## config.mk

```make
export PLATFORM = sky130hd
export DESIGN_NAME = mult_div_unit
export DESIGN_NICKNAME = d
export VERILOG_FILES = /design/src/rtl/mdu_pkg.sv /design/src/rtl/mdu_step.sv /design/src/rtl/mult_div_unit.sv
export SDC_FILE = /design/constraint.sdc
export NUM_CORES = 1
export LEC_CHECK = 0
export BUFFER_PORTS_ARGS = -buffer_cell sky130_fd_sc_hd__buf_2
export CELL_PAD_IN_SITES_DETAIL_PLACEMENT = 0
export CELL_PAD_IN_SITES_GLOBAL_PLACEMENT = 2
export CORE_MARGIN = 5
export CORE_UTILIZATION = 37
export DETAILED_ROUTE_END_ITERATION = 16
export PLACE_DENSITY = 0.84
export SLEW_MARGIN = 20
export SYNTH_ARGS = -nofsm -noshare
export SYNTH_HDL_FRONTEND = slang
export SYNTH_SLANG_ARGS = --single-unit
export TNS_END_PERCENT = 1
```

## constraint.sdc

```tcl
create_clock -name clk -period 3.7 [get_ports clk]
set_input_delay 0.74 -clock clk [delete_from_list [all_inputs] [get_ports clk]]
set_output_delay 0.74 -clock clk [all_outputs]
set_load 0.01 [all_outputs]
```

## src/rtl/mdu_pkg.sv

```systemverilog
// Shared definitions for the sequential multiply/divide unit.
// Holds the opcode and FSM encodings and the iteration counter width helper.
package mdu_pkg;

  typedef enum logic [1:0] {
    OP_MULT  = 2'b00,
    OP_MULTU = 2'b01,
    OP_DIV   = 2'b10,
    OP_DIVU  = 2'b11
  } op_e;

  typedef enum logic [1:0] {
    IDLE   = 2'b00,
    RUN    = 2'b01,
    FINISH = 2'b10
  } state_e;

  // Counter must be able to hold the value N itself.
  function automatic int mdu_cnt_w(input int n);
    return $clog2(n + 1);
  endfunction

endpackage

```

## src/rtl/mdu_step.sv

```systemverilog
// One radix-2 iteration of the multiply/divide datapath.
// Multiply: shift-add on {P_hi, P_lo}. Divide: restoring step on {R, Q}.
module mdu_step
  import mdu_pkg::*;
#(
  parameter int N = 32
) (
  input  logic           i_div,
  input  logic [2*N-1:0] i_work,
  input  logic [N-1:0]   i_operand,
  output logic [2*N-1:0] o_work
);

  logic [N:0] w_sum;
  logic [N:0] w_rem_ext;
  logic [N:0] w_diff;

  // Single-iteration next work register for both modes
  always_comb begin
    w_sum     = {1'b0, i_work[2*N-1:N]} +
                (i_work[0] ? {1'b0, i_operand} : {(N+1){1'b0}});
    // Partial remainder after the left shift, carried in N+1 bits
    w_rem_ext = i_work[2*N-1:N-1];
    w_diff    = w_rem_ext - {1'b0, i_operand};
    if (i_div) begin
      if (w_diff[N]) begin
        o_work = {w_rem_ext[N-1:0], i_work[N-2:0], 1'b0};
      end else begin
        o_work = {w_diff[N-1:0], i_work[N-2:0], 1'b1};
      end
    end else begin
      o_work = {w_sum, i_work[N-1:1]};
    end
  end

endmodule

```

## src/rtl/mult_div_unit.sv

```systemverilog
// Sequential MULT/MULTU/DIV/DIVU unit with start/busy/done handshake.
// Works on magnitudes, one iteration per cycle, and sign-corrects into HI/LO on finish.
module mult_div_unit
  import mdu_pkg::*;
#(
  parameter int N = 32
) (
  input  logic         clk,
  input  logic         rst_n,
  input  logic         start,
  input  logic [1:0]   op,
  input  logic [N-1:0] A,
  input  logic [N-1:0] B,
  output logic         busy,
  output logic         done,
  output logic [N-1:0] HI,
  output logic [N-1:0] LO,
  output logic         div_by_zero
);

  localparam int CW = mdu_cnt_w(N);
  localparam logic [N-1:0]   ONE_N  = {{(N-1){1'b0}}, 1'b1};
  localparam logic [2*N-1:0] ONE_2N = {{(2*N-1){1'b0}}, 1'b1};

  state_e         r_state;
  state_e         w_next_state;
  op_e            r_op;
  logic           r_sign_a;
  logic           r_sign_b;
  logic           r_dz_pend;
  logic [2*N-1:0] r_work;
  logic [N-1:0]   r_opnd;
  logic [CW-1:0]  r_cnt;
  logic           r_busy;
  logic           r_done;
  logic           r_dbz;
  logic [N-1:0]   r_hi;
  logic [N-1:0]   r_lo;

  logic           w_accept;
  logic           w_iterate;
  logic           w_finish;
  logic           w_signed;
  logic           w_b_zero;
  logic           w_div_req;
  logic [N-1:0]   w_mag_a;
  logic [N-1:0]   w_mag_b;
  logic           w_div_mode;
  logic [2*N-1:0] w_step_work;
  logic [2*N-1:0] w_prod;
  logic [N-1:0]   w_quot;
  logic [N-1:0]   w_rem;
  logic [N-1:0]   w_res_hi;
  logic [N-1:0]   w_res_lo;

  // Operand decode at acceptance: magnitudes only for signed ops
  always_comb begin
    w_signed  = (op == OP_MULT) || (op == OP_DIV);
    w_div_req = (op == OP_DIV) || (op == OP_DIVU);
    w_b_zero  = (B == {N{1'b0}});
    w_mag_a   = (w_signed && A[N-1]) ? (~A + ONE_N) : A;
    w_mag_b   = (w_signed && B[N-1]) ? (~B + ONE_N) : B;
  end

  // State register
  always_ff @(posedge clk or negedge rst_n) begin
    if (!rst_n) begin
      r_state <= IDLE;
    end else begin
      r_state <= w_next_state;
    end
  end

  // Next-state and per-state control strobes
  always_comb begin
    w_next_state = r_state;
    w_accept     = 1'b0;
    w_iterate    = 1'b0;
    w_finish     = 1'b0;
    case (r_state)
      IDLE: begin
        if (start) begin
          w_accept = 1'b1;
          if (w_div_req && w_b_zero) begin
            w_next_state = FINISH;
          end else begin
            w_next_state = RUN;
          end
        end else begin
          w_next_state = IDLE;
        end
      end
      RUN: begin
        w_iterate = 1'b1;
        if (r_cnt == CW'(1)) begin
          w_next_state = FINISH;
        end else begin
          w_next_state = RUN;
        end
      end
      FINISH: begin
        w_finish     = 1'b1;
        w_next_state = IDLE;
      end
      default: begin
        w_next_state = IDLE;
      end
    endcase
  end

  assign w_div_mode = (r_op == OP_DIV) || (r_op == OP_DIVU);

  mdu_step #(
    .N(N)
  ) u_step (
    .i_div    (w_div_mode),
    .i_work   (r_work),
    .i_operand(r_opnd),
    .o_work   (w_step_work)
  );

  // Sign correction of the finished magnitude result
  always_comb begin
    w_prod = (r_sign_a ^ r_sign_b) ? (~r_work + ONE_2N) : r_work;
    w_quot = (r_sign_a ^ r_sign_b) ? (~r_work[N-1:0] + ONE_N) : r_work[N-1:0];
    w_rem  = r_sign_a ? (~r_work[2*N-1:N] + ONE_N) : r_work[2*N-1:N];
    if (r_dz_pend) begin
      // Raw dividend was parked in the low half for the zero-divide result
      w_res_hi = r_work[N-1:0];
      w_res_lo = {N{1'b1}};
    end else if (w_div_mode) begin
      w_res_hi = w_rem;
      w_res_lo = w_quot;
    end else begin
      w_res_hi = w_prod[2*N-1:N];
      w_res_lo = w_prod[N-1:0];
    end
  end

  // Work registers, counter, handshake and result registers
  always_ff @(posedge clk or negedge rst_n) begin
    if (!rst_n) begin
      r_op      <= OP_MULT;
      r_sign_a  <= 1'b0;
      r_sign_b  <= 1'b0;
      r_dz_pend <= 1'b0;
      r_work    <= {(2*N){1'b0}};
      r_opnd    <= {N{1'b0}};
      r_cnt     <= {CW{1'b0}};
      r_busy    <= 1'b0;
      r_done    <= 1'b0;
      r_dbz     <= 1'b0;
      r_hi      <= {N{1'b0}};
      r_lo      <= {N{1'b0}};
    end else begin
      r_done <= 1'b0;
      if (w_accept) begin
        r_op      <= op_e'(op);
        r_sign_a  <= w_signed & A[N-1];
        r_sign_b  <= w_signed & B[N-1];
        r_dz_pend <= w_div_req & w_b_zero;
        r_work    <= {{N{1'b0}}, ((w_div_req && w_b_zero) ? A : w_mag_a)};
        r_opnd    <= w_mag_b;
        r_cnt     <= CW'(N);
        r_busy    <= 1'b1;
        r_dbz     <= 1'b0;
      end else if (w_iterate) begin
        r_work <= w_step_work;
        r_cnt  <= r_cnt - CW'(1);
      end else if (w_finish) begin
        r_busy <= 1'b0;
        r_done <= 1'b1;
        r_dbz  <= r_dz_pend;
        r_hi   <= w_res_hi;
        r_lo   <= w_res_lo;
      end
    end
  end

  assign busy        = r_busy;
  assign done        = r_done;
  assign HI          = r_hi;
  assign LO          = r_lo;
  assign div_by_zero = r_dbz;

endmodule
```

=== Word-level counts from Yosys, hierarchy flattened ===
Cells that the tools add are included.
W data, S select, Z words.

* Equality and inequality tests: 8
* $add $sub $neg: 8
* Bitwise logic cells: 11
* Reduce and logical (&&, ||, !) cells: 13
* Mux-type cells: 34

{| class="wikitable"
|+ Operators with widths
! operator !! count
|-
| $mux W32 || 10
|-
| $mux W64 || 5
|-
| $add A32 B1 Y32 const B || 4
|-
| $not A32 Y32 || 4
|-
| $add A64 B1 Y64 const B || 1
|-
| $not A64 Y64 || 1
|-
| $add A32 B33 Y33 || 1
|-
| $sub A33 B32 Y33 || 1
|-
| $logic_not A32 Y1 || 1
|-
| $mux W1 || 13
|-
| $mux W6 || 2
|-
| $eq A2 B2 Y1 const B || 5
|-
| $eq A6 B1 Y1 const B || 1
|-
| $mux W2 || 3
|-
| $sub A6 B1 Y6 const B || 1
|-
| $logic_not A2 Y1 || 2
|-
| $pmux W2 S2 || 1
|-
| $reduce_bool A2 Y1 || 2
|-
| $and A1 B1 Y1 || 3
|-
| $logic_and A1 B1 Y1 || 3
|-
| $logic_or A1 B1 Y1 || 3
|-
| $reduce_and A3 Y1 || 1
|-
| $eq A2 B1 Y1 const B || 1
|-
| $ne A2 B2 Y1 const B || 1
|-
| 3 further kinds || 4
|}

* Logic and storage cells: 87
* Bits in registers: 176
* Output and inout port bits: 67

=== Logic depth before layout (Yosys ltp) ===
Gate-level depths: netlist of the first run.

* Depth after elaboration: 6
* Mapped depth: 16
* Depth with buffers taken out: 14

=== Hierarchy ===
From an unflattened synthesis of the first run, not the netlist that was laid out.

* Cell total of the unflattened synthesis: 1900
* Area total of the unflattened synthesis: 15045.7 sq um

{| class="wikitable"
|+ Modules (own cells, without submodules)
! module !! times used !! area each (sq um) !! cells an instance !! sequential area each (sq um)
|-
| mult_div_unit || 1 || 10224.8 || 1212 || 4379.2
|-
| mdu_step || 1 || 4820.9 || 688 || 0.0
|}

=== Least setup slack after synthesis of the first run ===
No wires, ideal clock.

* Path type: register -> register
* From: reg r_work[0]
* To: reg r_work[62]
* Path buffers: 3
* Arrival: 3190 ps
* Setup slack: 406 ps
* Stages on the path, launching flop included: 15
* Clock period less this slack: 3294 ps
* Setup time: 104 ps
* Data required time: 3596 ps
* Cell sequence: dfrtp_1 clkbuf_1 inv_1 clkbuf_1 nor2_1 ha_1 clkbuf_1 and4_1 and2_1 or4b_2 o41ai_1 a41o_1 o22ai_1 xor2_1 a221oi_1

* Word-level cells in the longest chain between the ends: 5

{| class="wikitable"
|+ RTL lines
! item !! RTL line !! RTL
|-
| start: declaration || mult_div_unit.sv:31 || <nowiki>logic [2*N-1:0] r_work;</nowiki>
|-
| start signal: assignment || mult_div_unit.sv:147 || <nowiki>r_work <= {(2*N){1'b0}};</nowiki>
|-
| start signal: assignment || mult_div_unit.sv:162 || <nowiki>r_work <= {{N{1'b0}}, ((w_div_req && w_b_zero) ? A : w_mag_a)};</nowiki>
|-
| start signal: assignment || mult_div_unit.sv:168 || <nowiki>r_work <= w_step_work;</nowiki>
|-
| $mux W32 || mdu_step.sv:21 || <nowiki>(i_work[0] ? {1'b0, i_operand} : {(N+1){1'b0}});</nowiki>
|-
| $add A32 B33 Y33 || mdu_step.sv:20 || <nowiki>w_sum = {1'b0, i_work[2*N-1:N]} +</nowiki>
|-
| $mux W64 || mdu_step.sv:25 || <nowiki>if (i_div) begin</nowiki>
|-
| $mux W64 || mult_div_unit.sv:167 || <nowiki>end else if (w_iterate) begin</nowiki>
|-
| $mux W64 || mult_div_unit.sv:157 || <nowiki>if (w_accept) begin</nowiki>
|}

Every way passes these cells. The select of a mux whose other input is x is not followed.
A chain may end at the register's enable or synchronous reset.

=== Worst setup path after layout of the first run ===
* From: reg r_work[0]
* To: reg r_work[61]

The elaborated chain is that of the path after synthesis.

==> out/summary.txt, run 1 <==
CTS tree: done
Synth Area in Simple Gates: 18.4%
Inserted Clock Buffers: 17
Sequential Power Share: 26.3%
clock latency on the worst-skew pair: 0.45 ns
status: complete, no violations
Seq/Total Area, Yosys: 31.3%
cell repeated most along the worst path: a31oi_1
Setup TNS: 0 ns
Max Clk Rate: 0.290 GHz
die width: 204 microns
Worst EP arrival: 3.77 ns
layout cells sized above 1: 16.0%
Final WS setup: 0.256 ns
per-cell routed wire length: 19.8 microns
# DRC: 0
Slowest cell on crit path: dfrtp_1
Worst Skew: 0.0114 ns
Post-synth ARST share: 100%
Synth Area in Compound Gates: 23.3%
maximum fanout along the worst path: 10
Placed Instances: 2362
vias in the first global route: 13000
Slew Limit Headroom: 23.9%
drt pass-1 iters: 5
CP required: 4.02 ns
max incr delay on CP: 0.45 ns
Syn Nets: 1862
post-DP HPWL: 36400 microns
mux contribution to synthesized area: 4.79%
Clk pin slew, worst setup/hold paths: 0.07 ns
Tmin final: 3.44 ns
CTS Root Cell: clkbuf_16
I/O Buffers: 135
final period utilization: 93.1%
Die ar.: 41800 sq um
DR vias: 13200
Final #Nets: 2014
dpl ws: 0.131 ns
type of the worst setup path: flop to flop
FF+latch count, synth: 175
Final Hold Vio Count: 0
Area Overhead vs Synth: 16.8%
Longest Clk Path Bufs: 2
gr usage total: 22.4%
Initial Utilization: 37.3%
mapped cell area: 14000 sq um
# H-tree levels: 4
GP Congestion: 0.917
initial antenna violation count: 0
Synth Flop Type: dfrtp_1
busiest grt layer: met2
vias per cell: 5.50
Slew @ Worst Pin: 1.13 ns
Pwr Density: 656 nW/um^2
Overflow after GRT: 0
commonest non-fill, non-tap cells in the layout: a21oi_1 (190), nor2_1 (182), dfrtp_1 (174)
Final ANT Viol Nets: 0
CTS Hold Bufs: 0
Post-Synthesis Mean Instance Area: 8.13 sq um
internal power: 5.81 mW
pin count of the biggest net entering global routing: 70
worst vdd rail ir drop: 0.280 mV
post-synthesis xor/xnor area fraction: 11.3%
CP startpoint kind: flop
P_sw: 4.90 mW
setup violators final: 0
worst hold margin: 0.238 ns
number of synthesized flops with an enable pin: 0
Post-Synth Adder-Cell Area: 6.55%
largest family of logic cells by synthesized area: compound AO/OA/AOI/OAI gates
Yosys warning total: 0
GR Layer Usage met3: 3.14%
Critical R2R Launch: r_work[0]
Leakage: 7.31 nW
Layout Cells excl Fill: 2395
switching share of total power: 45.8%
Final Max Slew Viols: 0
grt met1 use: 31.0%
Distinct cells, synth: 75
Crit. End Element: flop
clock sink total: 175
Max-cap violations: 0
Inserted Diodes: 0
most common cell after layout, fill and taps aside: a21oi_1
Rows: 71
DR iter-0 viols: 987
combinational group share of total power: 56.5%
IO Count: 136
Die Y: 204 microns
crit path launch: r_work[0]
first-pass GRT wire length: 74300 microns
final core occ: 43.6%
HP Class: input port to asynchronous set/reset pin
routing usage on met2: 37.0%
Clk pwr share: 17.1%
DRT Wirelength: 47500 microns
CP cell instances: clkinvlp_4 -> nor2_1 -> ha_1 -> nor2b_1 -> o2111ai_1 -> a31oi_1 -> o2111a_1 -> a31o_2 -> a21oi_1 -> o21ai_0 -> buf_4 -> a31oi_1 -> xor2_1 -> o211ai_1
Placeable Area: 37500 sq um
Post-Synthesis Cells: 1721
## power by group through the flow
stage	Clock, mW	Combinational (mW)	Sequential, mW
floorplan	0	3.87	2.66
global placement	0	5.84	2.84
detailed placement	0	5.86	2.84
CTS	1.87	5.89	2.81
global route	1.95	6.65	2.87
finish	1.83	6.06	2.82
## synthesized netlist by cell type, drive strengths merged (3+ instances only)
library cell	instances	area share [%]
nand4	7	0.31
a21o	21	1.1
a21boi	3	0.16
o221ai	7	0.44
or2	5	0.22
xor2	84	5.3
a22oi	26	1.4
and4	4	0.25
o41ai	14	1.0
nand2	144	3.9
or3	17	0.83
clkbuf	85	2.3
buf	17	0.60
nor3	33	1.2
nor2	184	4.9
o31ai	18	1.1
nand3	18	0.64
xnor2	96	6.0
o21bai	3	0.16
o22ai	3	0.13
and2	7	0.31
a221oi	4	0.25
o21a	12	0.64
inv	56	1.5
o211ai	10	0.54
nor4b	4	0.36
nor3b	6	0.36
nand3b	5	0.36
nor2b	17	0.81
mux2i	67	4.8
a31oi	15	0.67
and3	18	0.80
a21oi	191	6.8
a211oi	37	2.0
o21ai	159	5.7
nand2b	29	1.3
nor4	18	0.94
ha	70	6.3
dfrtp	175	31
or4	5	0.32
## per-stage QoR
step / power, mW / cell area, sq um
after floorplan: 6.53 / 14000
after global placement: 8.68 / 15700
after detailed placement: 8.70 / 15700
after CTS: 10.6 / 16300
after global routing: 11.5 / 16300
final: 10.7 / 16300
## area by class of cell
class | count | area [sq um]
clock inverters | 11 | 133
clock buffers | 19 | 433
inverters | 56 | 214
well taps | 511 | 639
fillers | 3854 | 21100
multi-input cells | 1388 | 9050
repair buffers | 235 | 1490
flip-flops and latches | 175 | 4380
## metal layers
layer,wire (microns),up-vias
li1,-,6450
met1,21700,6271
met2,22300,397
met3,2380,54
met4,1140,0
met5,0,-
## sequential cells by signal, indices dropped and copies added, names as in the netlist
| register | flops |
|---|---|
| done | 1 |
| HI | 32 |
| r_work | 64 |
| r_cnt | 6 |
| r_sign_b | 1 |
| r_sign_a | 1 |
| div_by_zero | 1 |
| r_state | 2 |
| LO | 32 |
| r_dz_pend | 1 |
| busy | 1 |
| r_op | 1 |
| r_opnd | 32 |
## final timing paths
path	end	slack, ns	depth (start not counted)
max	r_work[61]	0.26	14
min reg2reg	LO[25]	0.47	2
min	LO[2]	0.24	1
min in group clk	LO[25]	0.47	2
max in group asynchronous	r_work[17]	2.63	2
max reg2reg	r_work[61]	0.26	14
## timing repair
item                       CTS  global route
setup buffers                0             2
setup endpoints to repair    0            30
resized for setup            0             6
## logic make-up after synthesis
| group | after synthesis |
|---|---|
| AO/OA/AOI/OAI | 541 |
| multiplexers | 67 |
| adder cells (fa/ha/maj) | 72 |
| buffers and inverters | 158 |
| flip-flops | 175 |
| XOR/XNOR | 180 |
| AND/OR/NAND/NOR | 528 |
## critical path, delay by kind of cell, from the launching register on
| family | cells | cell delay, ns |
|---|---|---|
| AO/OA/AOI/OAI | 8 | 1.67 |
| XOR/XNOR | 1 | 0.19 |
| adder cells (fa/ha/maj) | 1 | 0.28 |
| buffers and inverters | 2 | 0.40 |
| flip-flops | 1 | 0.45 |
| AND/OR/NAND/NOR | 2 | 0.33 |
(Power assumes the default switching activity.)
==> run 2: changes to the inputs <==
--- a/config.mk
+++ b/config.mk
@@ -5,6 +5,7 @@
 export SDC_FILE = /design/constraint.sdc
 export NUM_CORES = 1
 export LEC_CHECK = 0
+export ABC_CLOCK_PERIOD_IN_PS = 3700
 export BUFFER_PORTS_ARGS = -buffer_cell sky130_fd_sc_hd__buf_2
 export CELL_PAD_IN_SITES_DETAIL_PLACEMENT = 0
 export CELL_PAD_IN_SITES_GLOBAL_PLACEMENT = 2
@@ -12,6 +13,7 @@
 export CORE_UTILIZATION = 37
 export DETAILED_ROUTE_END_ITERATION = 16
 export PLACE_DENSITY = 0.84
+export RECOVER_POWER = 25
 export SLEW_MARGIN = 20
 export SYNTH_ARGS = -nofsm -noshare
 export SYNTH_HDL_FRONTEND = slang
==> out/summary.txt, run 2 (synthesis results as in run 1) <==
status: finished with violations
violated checks: max-capacitance violations, max-slew violations
pin count of the biggest net entering global routing: 70
Die Y: 204 microns
combinational group share of total power: 56.5%
Setup TNS: 0 ns
type of the worst setup path: flop to flop
# DRC: 0
DR vias: 13200
Worst Skew: 0.0117 ns
I/O Buffers: 135
Final ANT Viol Nets: 0
final core occ: 43.5%
CTS Hold Bufs: 0
Top reg by flops: r_work
gr usage total: 22.4%
Slew @ Worst Pin: 2.91 ns
# H-tree levels: 4
CTS Root Cell: clkbuf_16
initial antenna violation count: 0
Area Overhead vs Synth: 16.7%
Slew Limit Headroom: -94.2%
clock sink total: 175
Max-cap violations: 1
layout cells sized above 1: 15.9%
Final Max Slew Viols: 52
Clk pin slew, worst setup/hold paths: 0.07 ns
Max Clk Rate: 0.290 GHz
DR iter-0 viols: 983
worst vdd rail ir drop: 0.282 mV
CP startpoint kind: flop
IO Count: 136
internal power: 5.81 mW
die width: 204 microns
per-cell routed wire length: 19.8 microns
number of flip-flops in the largest register: 64
Crit. End Element: flop
Post-DP Area: 15700 sq um
CP required: 4.02 ns
switching share of total power: 45.9%
HP Class: flop to flop
Layout Cells excl Fill: 2395
total power: 10.7 mW
Leakage: 7.30 nW
vias per cell: 5.51
clock latency on the worst-skew pair: 0.45 ns
first-pass GRT wire length: 74300 microns
Clk pwr share: 17.1%
Design Area, Final: 16300 sq um
Initial Utilization: 37.3%
Worst EP arrival: 3.77 ns
Longest Clk Path Bufs: 2
Filler Cell Count: 3856
drt pass-1 iters: 5
CTS tree: done
Sequential Power Share: 26.4%
Tmin final: 3.45 ns
commonest non-fill, non-tap cells in the layout: a21oi_1 (190), nor2_1 (182), dfrtp_1 (174)
final period utilization: 93.1%
setup violators final: 0
dpl ws: 0.131 ns
post-DP HPWL: 36400 microns
Pwr Density: 657 nW/um^2
Overflow after GRT: 0
vias in the first global route: 13000
Rows: 71
Die ar.: 41800 sq um
Final #Nets: 2014
DRT Wirelength: 47400 microns
most common cell after layout, fill and taps aside: a21oi_1
Inserted Clock Buffers: 17
Inserted Diodes: 0
GP Congestion: 0.917
Final WS setup: 0.254 ns
P_sw: 4.92 mW
worst hold margin: 0.471 ns
Placed Instances: 2362
Placeable Area: 37500 sq um
Final Hold Vio Count: 0
maximum fanout along the worst path: 10
run 2: worst paths after layout:
kind,start,to,slack [ns],cells after the start
setup / recovery,r_work[0],r_work[61],0.25,14
hold / removal,LO[25],LO[25],0.47,2
setup reg to reg,r_work[0],r_work[61],0.25,14
hold reg to reg,LO[25],LO[25],0.47,2
max in group asynchronous,rst_n,r_op[1],0.63,2
min in group asynchronous,rst_n,LO[2],1.23,1
run 2: final cells by class:
cell class	count	area [sq um]	area share, %
clock buffers	19	433	2.65
clock inverters	11	133	0.812
inverters	56	214	1.31
multi-input cells	1388	9050	55.5
flip-flops and latches	175	4380	26.8
well taps	511	639	3.92
repair buffers	235	1470	9.01
run 2: worst max-delay path, cell delays in order, from the launching register on:
cell and delay [ns]:
dfrtp_1 0.45, clkinvlp_4 0.25, nor2_1 0.16, ha_1 0.28, nor2b_1 0.17, o2111ai_1 0.26
a31oi_1 0.17, o2111a_1 0.30, a31o_2 0.28, a21oi_1 0.24, o21ai_0 0.11, buf_4 0.16
a31oi_1 0.21, xor2_1 0.19, o211ai_1 0.10
run 2: power by group through the flow:
stage	Sequential (mW)	Clock [mW]	Combinational, mW
after floorplan	2.66	0	3.87
after global placement	2.84	0	5.84
after detailed placement	2.84	0	5.86
after CTS	2.81	1.87	5.89
after global routing	2.87	1.95	6.65
final	2.83	1.83	6.07
run 2: per-layer routing:
| layer | vias to the layer above | track usage (%) | part of all wire, % |
|---|---|---|---|
| li1 | 6450 | - | - |
| met1 | 6308 | 31.0 | 46 |
| met2 | 379 | 37.0 | 47 |
| met3 | 50 | 3.14 | 4.7 |
| met4 | 0 | 5.96 | 2.3 |
| met5 | - | 0 | 0 |
run 2: what timing repair did:
item,4_1_cts,5_1_grt
setup buffers,0,2
resized for setup,0,6
hold endpoints to repair,0,0
setup endpoints to repair,0,30
